## src/rtl/viterbi_pkg.sv

```systemverilog
// Shared trellis constants for the convolutional encoder and the Viterbi decoder.
// Both sides import these values so their polynomials and state widths always agree.
package viterbi_pkg;

  localparam int CONV_K = 4;
  localparam logic [CONV_K-1:0] CONV_G0 = 4'b1111;
  localparam logic [CONV_K-1:0] CONV_G1 = 4'b1101;
  localparam int SR_W = CONV_K - 1;
  localparam int NUM_STATES = 1 << SR_W;
  localparam int CNT_W = $clog2(CONV_K);

  typedef enum logic [1:0] {
    IDLE = 2'd0,
    DATA = 2'd1,
    TAIL = 2'd2
  } enc_state_e;

endpackage

```

## src/rtl/conv_parity.sv

```systemverilog
// Parity of a tap vector against one generator polynomial (purely combinational).
module conv_parity #(
  parameter int W = 4
) (
  input  logic [W-1:0] v,
  input  logic [W-1:0] poly,
  output logic         p
);

  assign p = ^(v & poly);

endmodule

```

## src/rtl/conv_encoder.sv

```systemverilog
// Rate-1/2 zero-terminated feedforward convolutional encoder with a
// ready/valid input and a single registered output symbol slot.
module conv_encoder
  import viterbi_pkg::*;
#(
  parameter int              K  = CONV_K,
  parameter logic [K-1:0]    G0 = CONV_G0,
  parameter logic [K-1:0]    G1 = CONV_G1
) (
  input  logic       clk,
  input  logic       rst,
  input  logic       in_valid,
  output logic       in_ready,
  input  logic       in_bit,
  input  logic       in_last,
  output logic       out_valid,
  input  logic       out_ready,
  output logic [1:0] out_pair,
  output logic       out_last,
  output logic       busy
);

  localparam int SW = K - 1;
  localparam int CW = $clog2(K);
  localparam logic [CW-1:0] TAIL_END = CW'(K - 2);

  enc_state_e state, state_d;
  logic [SW-1:0] sr;
  logic [CW-1:0] tcnt;
  logic          load;
  logic          accept;
  logic          tail_step;
  logic          tail_done;
  logic          shift;
  logic          b;
  logic [K-1:0]  v;
  logic          p0;
  logic          p1;

  // The output slot refills whenever it is empty or being drained this cycle.
  assign load      = !out_valid || out_ready;
  assign in_ready  = load && (state != TAIL);
  assign accept    = in_valid && in_ready;
  assign tail_step = (state == TAIL) && load;
  assign tail_done = tail_step && (tcnt == TAIL_END);
  assign shift     = accept || tail_step;
  assign b         = (state == TAIL) ? 1'b0 : in_bit;
  assign v         = {b, sr};
  assign busy      = (state != IDLE) || out_valid;

  conv_parity #(.W(K)) u_par0 (
    .v    (v),
    .poly (G0),
    .p    (p1)
  );

  conv_parity #(.W(K)) u_par1 (
    .v    (v),
    .poly (G1),
    .p    (p0)
  );

  always_comb begin
    state_d = state;
    case (state)
      IDLE, DATA: begin
        if (accept) state_d = in_last ? TAIL : DATA;
      end
      TAIL: begin
        if (tail_done) state_d = IDLE;
      end
      default: state_d = IDLE;
    endcase
  end

  always_ff @(posedge clk) begin
    if (rst) state <= IDLE;
    else     state <= state_d;
  end

  // Shift register, tail counter and output symbol slot.
  always_ff @(posedge clk) begin
    if (rst) begin
      sr        <= '0;
      tcnt      <= '0;
      out_valid <= 1'b0;
      out_last  <= 1'b0;
      out_pair  <= 2'b00;
    end else begin
      if (shift) begin
        sr        <= v[K-1:1];
        out_pair  <= {p1, p0};
        out_last  <= tail_done;
        out_valid <= 1'b1;
      end else if (out_ready) begin
        out_valid <= 1'b0;
      end
      if (tail_step) tcnt <= tail_done ? '0 : tcnt + CW'(1);
    end
  end

endmodule

```

## config.mk

```make
export PLATFORM = sky130hd
export DESIGN_NAME = conv_encoder
export DESIGN_NICKNAME = d
export VERILOG_FILES = /design/src/rtl/viterbi_pkg.sv /design/src/rtl/conv_parity.sv /design/src/rtl/conv_encoder.sv
export SDC_FILE = /design/constraint.sdc
export NUM_CORES = 1
export LEC_CHECK = 0
export CAP_MARGIN = 10
export CORE_AREA = 2 2 39 41
export DETAILED_ROUTE_END_ITERATION = 10
export DIE_AREA = 0 0 41 43
export PLACE_DENSITY = 0.77
export SETUP_SLACK_MARGIN = 0.2
export SLEW_MARGIN = 0
export SYNTH_ARGS = -nofsm -noshare
export SYNTH_HDL_FRONTEND = slang
export SYNTH_SLANG_ARGS = --single-unit
```

## constraint.sdc

```tcl
create_clock -name clk -period 1.31 [get_ports clk]
set_input_delay 0.131 -clock clk [delete_from_list [all_inputs] [get_ports clk]]
set_output_delay 0.131 -clock clk [all_outputs]
set_load 0.05 [all_outputs]
```

# [Yosys cells after proc, flatten, opt, wreduce, memory -nomap -nowiden]
# Index checks and enable logic that the tools add are counted.
[totals] register_bits=11 input_bits=6 output_inout_bits=6 wordCells=36
[classes] add_sub_neg=1 eq_ne=6 mux=8 n_reduce_logical=15
[op_table] operator="$mux 2" n=4
[op_table] operator="$reduce_xor 4->1" n=2
[op_table] operator="$ne 2x2->1 const B" n=3
[op_table] operator="$eq 2x2->1 const B" n=2
[op_table] operator="$logic_and 1x1->1" n=4
[op_table] operator="$pmux 2 s2" n=1
[op_table] operator="$reduce_bool 2->1" n=2
[op_table] operator="$logic_or 1x1->1" n=3
[op_table] operator="$mux 1" n=3
[op_table] operator="$add 2x1->2 const B" n=1
[op_table] operator="$eq 2x1->1 const B" n=1
[op_table] operator="$logic_not 2->1" n=1
[op_table] operator="$reduce_and 2->1" n=1
[op_table] operator="$reduce_or 2->1" n=1
[op_table] operator="$logic_not 1->1" n=1

# [Longest topological paths before layout]
[logic_depth] depth_word=6 depth_mapped=5 mapped_depth_nobuf=4

# [Hierarchy]
# Synthesis repeated with hierarchy kept, for this count alone.
[hier_totals] hier_cells=72 area_unflattened_um2=598.1
[by_module_without_submodules] module="conv_encoder" instances=1 cells_each=58 area_per_inst_um2=515.5 seq_area_each_um2=220.2
[by_module_without_submodules] module="conv_parity" instances=2 cells_each=7 area_per_inst_um2=41.3 seq_area_each_um2=0.0

# [Least setup slack after synthesis]
# OpenSTA, ideal clock, no wires.
[synth_timing] path_type="flip-flop to output port" start="reg out_valid" end="out in_ready" arrival_ns=1.376 required_ns=1.179 path_slack_ns=-0.197 path_stages_with_launch=3 path_buffers=0 path_cell_list="dfxtp_1 > nor2b_1 > nor2_1"
[synth_via] elab_chain_cells=3
[synth_rtl] element="start, declared" line_no="conv_encoder.sv:16" text="output logic out_valid,"
[synth_rtl] element="start signal, assigned" line_no="conv_encoder.sv:86" text="out_valid <= 1'b0;"
[synth_rtl] element="start signal, assigned" line_no="conv_encoder.sv:94" text="out_valid <= 1'b1;"
[synth_rtl] element="start signal, assigned" line_no="conv_encoder.sv:96" text="out_valid <= 1'b0;"
[synth_rtl] element="$logic_not 1->1" line_no="conv_encoder.sv:41" text="assign load = !out_valid || out_ready;"
[synth_rtl] element="$logic_or 1x1->1" line_no="conv_encoder.sv:41"
[synth_rtl] element="$logic_and 1x1->1" line_no="conv_encoder.sv:42" text="assign in_ready = load && (state != TAIL);"
[synth_rtl] element="end, declared" line_no="conv_encoder.sv:13" text="output logic in_ready,"
# No other way between the ends.

# [Worst setup path in the final report]
[layout_timing] start="reg state[0]" end="reg out_pair[0]"
[layout_via] elab_chain_cells=4 word_cells_on_any_way=8 classes_between="2 x eq/ne; 1 x mux; 5 x reduce/logical"
[layout_rtl] element="start, declared" line_no="conv_encoder.sv:27" text="enc_state_e state, state_d;"
[layout_rtl] element="start signal, assigned" line_no="conv_encoder.sv:78" text="else state <= state_d;"
[layout_rtl] element="branches (longest 4 deep; another with $reduce_xor 4->1)"
[layout_rtl] element="end signal, assigned" line_no="conv_encoder.sv:92" text="out_pair <= {p1, p0};"
[layout_rtl] element="end, declared" line_no="conv_encoder.sv:18" text="output logic [1:0] out_pair,"
# Several ways; the timed one is not identified.
# A chain may end at the register's enable or synchronous reset.

==> results.json <==
{
  "fin_nets": 88,
  "antenna_found_initial": 0,
  "cts_buffers": 3,
  "dpl.hpwl_um": 782.2,
  "worstSetupPathType": "reg2reg",
  "seq_area_sq_um": 225.2,
  "multi_input_area_sq_um": 331.6,
  "drc": 0,
  "drt_iter0_markers": 6,
  "synth_most_common_cell": "dfxtp_1",
  "diodes": 0,
  "layout.cells.non_filler": 97,
  "rsz0062_at_grt": "true",
  "critPathLaunch": "state[0]",
  "grt_busiest_layer": "met2",
  "fp.dieH_um": 43,
  "grt_util_met2_pct": 25.31,
  "grt-ovfl-total": 0,
  "cts_tree": "done",
  "synth_top_area_cell": "dfxtp_1",
  "worst_slack_ns": -0.02223,
  "core.rowCount": 14,
  "wl_mm": 1.196,
  "hold_depth": 2,
  "clock_skew_ns": 0.003990,
  "placed_cell_area_sq_um": 740.7,
  "area_delta_synth_final_pct": 67.07,
  "numPlacedInstances": 86,
  "fill_cells": 108,
  "ys_seq_area_share_pct": 42.62,
  "ys_types": 27,
  "drive_above_1_share_pct": 41.98,
  "fin_total_pwr_w": 0.0009187,
  "fmax_ghz": 0.7506,
  "min-delay-start": "rst",
  "synth-edff-count": 0,
  "portBuffers": 11,
  "end_kind": "register",
  "path_max_fanout": 3,
  "worstPathArrival_ns": 1.49,
  "grt_usage_pct": 15.12,
  "clk_path_buf_depth": 2,
  "yosys_register_bits": 11,
  "relSlewSlack_pct": 80.95,
  "ant_nets": 0,
  "synth_nets": 64,
  "io_pins": 12,
  "final_cell_area_sq_um": 863.3,
  "start_util_pct": 37.34,
  "cts.clk_slew.worst_paths_ns": 0.07,
  "status": "complete, but fails checks",
  "cap_violations": 0,
  "worst_pin_slew_ns": 0.2845,
  "grt_pass1_wl_mm": 1.800,
  "yosys_warnings": 0,
  "syn_area_sq_um": 516.7,
  "rr_startpoint": "state[0]",
  "rr_worst_depth": 7,
  "post_drt_wl_per_cell_um": 12.33,
  "dr.pass1.iters": 5,
  "cts-root-buf": "clkbuf_4",
  "min_period_ns": 1.332,
  "hold_violations": 0,
  "synth-main-ff-cell": "dfxtp_1",
  "die_x_um": 41,
  "p_leak_nw": 0.3435,
  "gp_congestion": 0.7994,
  "syn_avg_cell_area_sq_um": 8.909,
  "synth_common_cells": "11 x dfxtp_1, 9 x nand2_1, 7 x a21oi_1, 5 x nor2_1",
  "via_count": 482,
  "p_per_area_nw_per_um2": 1064,
  "ir_drop_v": 0.0005697,
  "cts_htree_levels": 1,
  "synth.top_cell.area_share_pct": 42.62,
  "period_share_pct": 101.7,
  "holdBufCountCts": 0,
  "clkLatencyLatePin_ns": 0.26,
  "tns_ns": -0.03065,
  "violations": "setup timing",
  "crit_path_start_kind": "register",
  "final_util_pct": 62.39,
  "hold_class": "in2reg",
  "core-area_sq_um": 1384,
  "clock-sinks": 11,
  "critPathRequiredTime_ns": 1.47,
  "grt_max_degree": 11,
  "synthArstFlopShare_pct": 0,
  "dieArea_sq_um": 1763,
  "met1_usage_pct": 16.94,
  "synth_area_leaders": "dfxtp_1 43%, a21oi_1 6.8%, nand2_1 6.5%, xor3_1 4.6%, mux2i_1 3.9%",
  "viasPerCell": 4.969,
  "grt_util_met3_pct": 4.188,
  "grt_pass1_vias": 426,
  "setup_violations": 2,
  "synth_cells": 58,
  "slew_viol_final": 0
}
==> power by group <==
group / internal, W / switching, W
Clock: 0.000117 / 0.000112
Combinational: 0.000166 / 0.000144
Sequential: 0.000356 / 0.0000234
Total: 0.000639 / 0.000280
==> cell usage in the layout, fill, tap and decap left out, drive strengths merged, types with 2 or more instances in the layout <==
master         Yosys  routed
buf                1      16
dfxtp             11      11
nand2              9       9
a21oi              7       7
nor2               6       6
clkdlybuf4s50      0       5
clkbuf             1       4
o21ai              3       3
mux2i              2       2
or3                2       2
nor2b              2       2
nand2b             2       2
==> routing by layer <==
metal	vias to the layer above	part of all wire (%)
met5	-	0
met3	2	5.9
met1	220	43
met2	16	49
li1	244	-
met4	0	2.1
==> worst paths after layout <==
| kind | end | slack, ns |
|---|---|---|
| setup / recovery | out_pair[0] | -0.02 |
| hold / removal | state[0] | 0.43 |
| setup reg to reg | out_pair[0] | -0.02 |
| hold reg to reg | sr[0] | 0.48 |
==> state kept, by name (all words and copies together), names as in the netlist <==
register and cells:
out_valid 1, out_last 1, sr 3, out_pair 2
state 2, tcnt 2
==> cell families (layout without fill, tap and decap cells) <==
| logic type | count (synthesis) | count (layout) | synth area share (%) |
|---|---|---|---|
| and+or+nand+nor | 28 | 28 | 30.03 |
| AOI/OAI and AO/OA | 12 | 12 | 13.56 |
| DFF | 11 | 11 | 42.61 |
| buffers and inverters | 3 | 26 | 3.630 |
| xor gates and xnor gates | 2 | 2 | 6.295 |
| muxes | 2 | 2 | 3.874 |
==> through the flow <==
| stage | worst slack (ns) | hold slack, ns |
|---|---|---|
| floorplan | 0.1630 | 0.2079 |
| global placement | -0.01000 | 0.4571 |
| detailed placement | -0.04412 | 0.4635 |
| CTS | -0.001561 | 0.4293 |
| global route | -0.07004 | 0.4421 |
| finish | -0.02223 | 0.4324 |
==> final cells by class <==
cell class | count | share of cell area [%]
Clock buffer | 4 | 3.043
Tap cell | 16 | 2.319
Inverter | 1 | 0.4348
Sequential cell | 11 | 26.09
Timing Repair Buffer | 21 | 29.71
Multi-Input combinational cell | 44 | 38.41
==> what timing repair did <==
| action | 4_1_cts | 5_1_grt |
|---|---|---|
| buffers inserted | 6 | 1 |
| setup endpoints to repair | 10 | 10 |
| pin swaps | 2 | 3 |
| resized for setup | 8 | 0 |
==> critical path: stages (launching register included) <==
cell and delay, ns:
dfxtp_2 0.35, buf_6 0.11, nor2b_4 0.03, buf_4 0.13, buf_12 0.12, or3_1 0.33, nand3_1 0.09, a21oi_1 0.06
(Power assumes the default switching activity.)
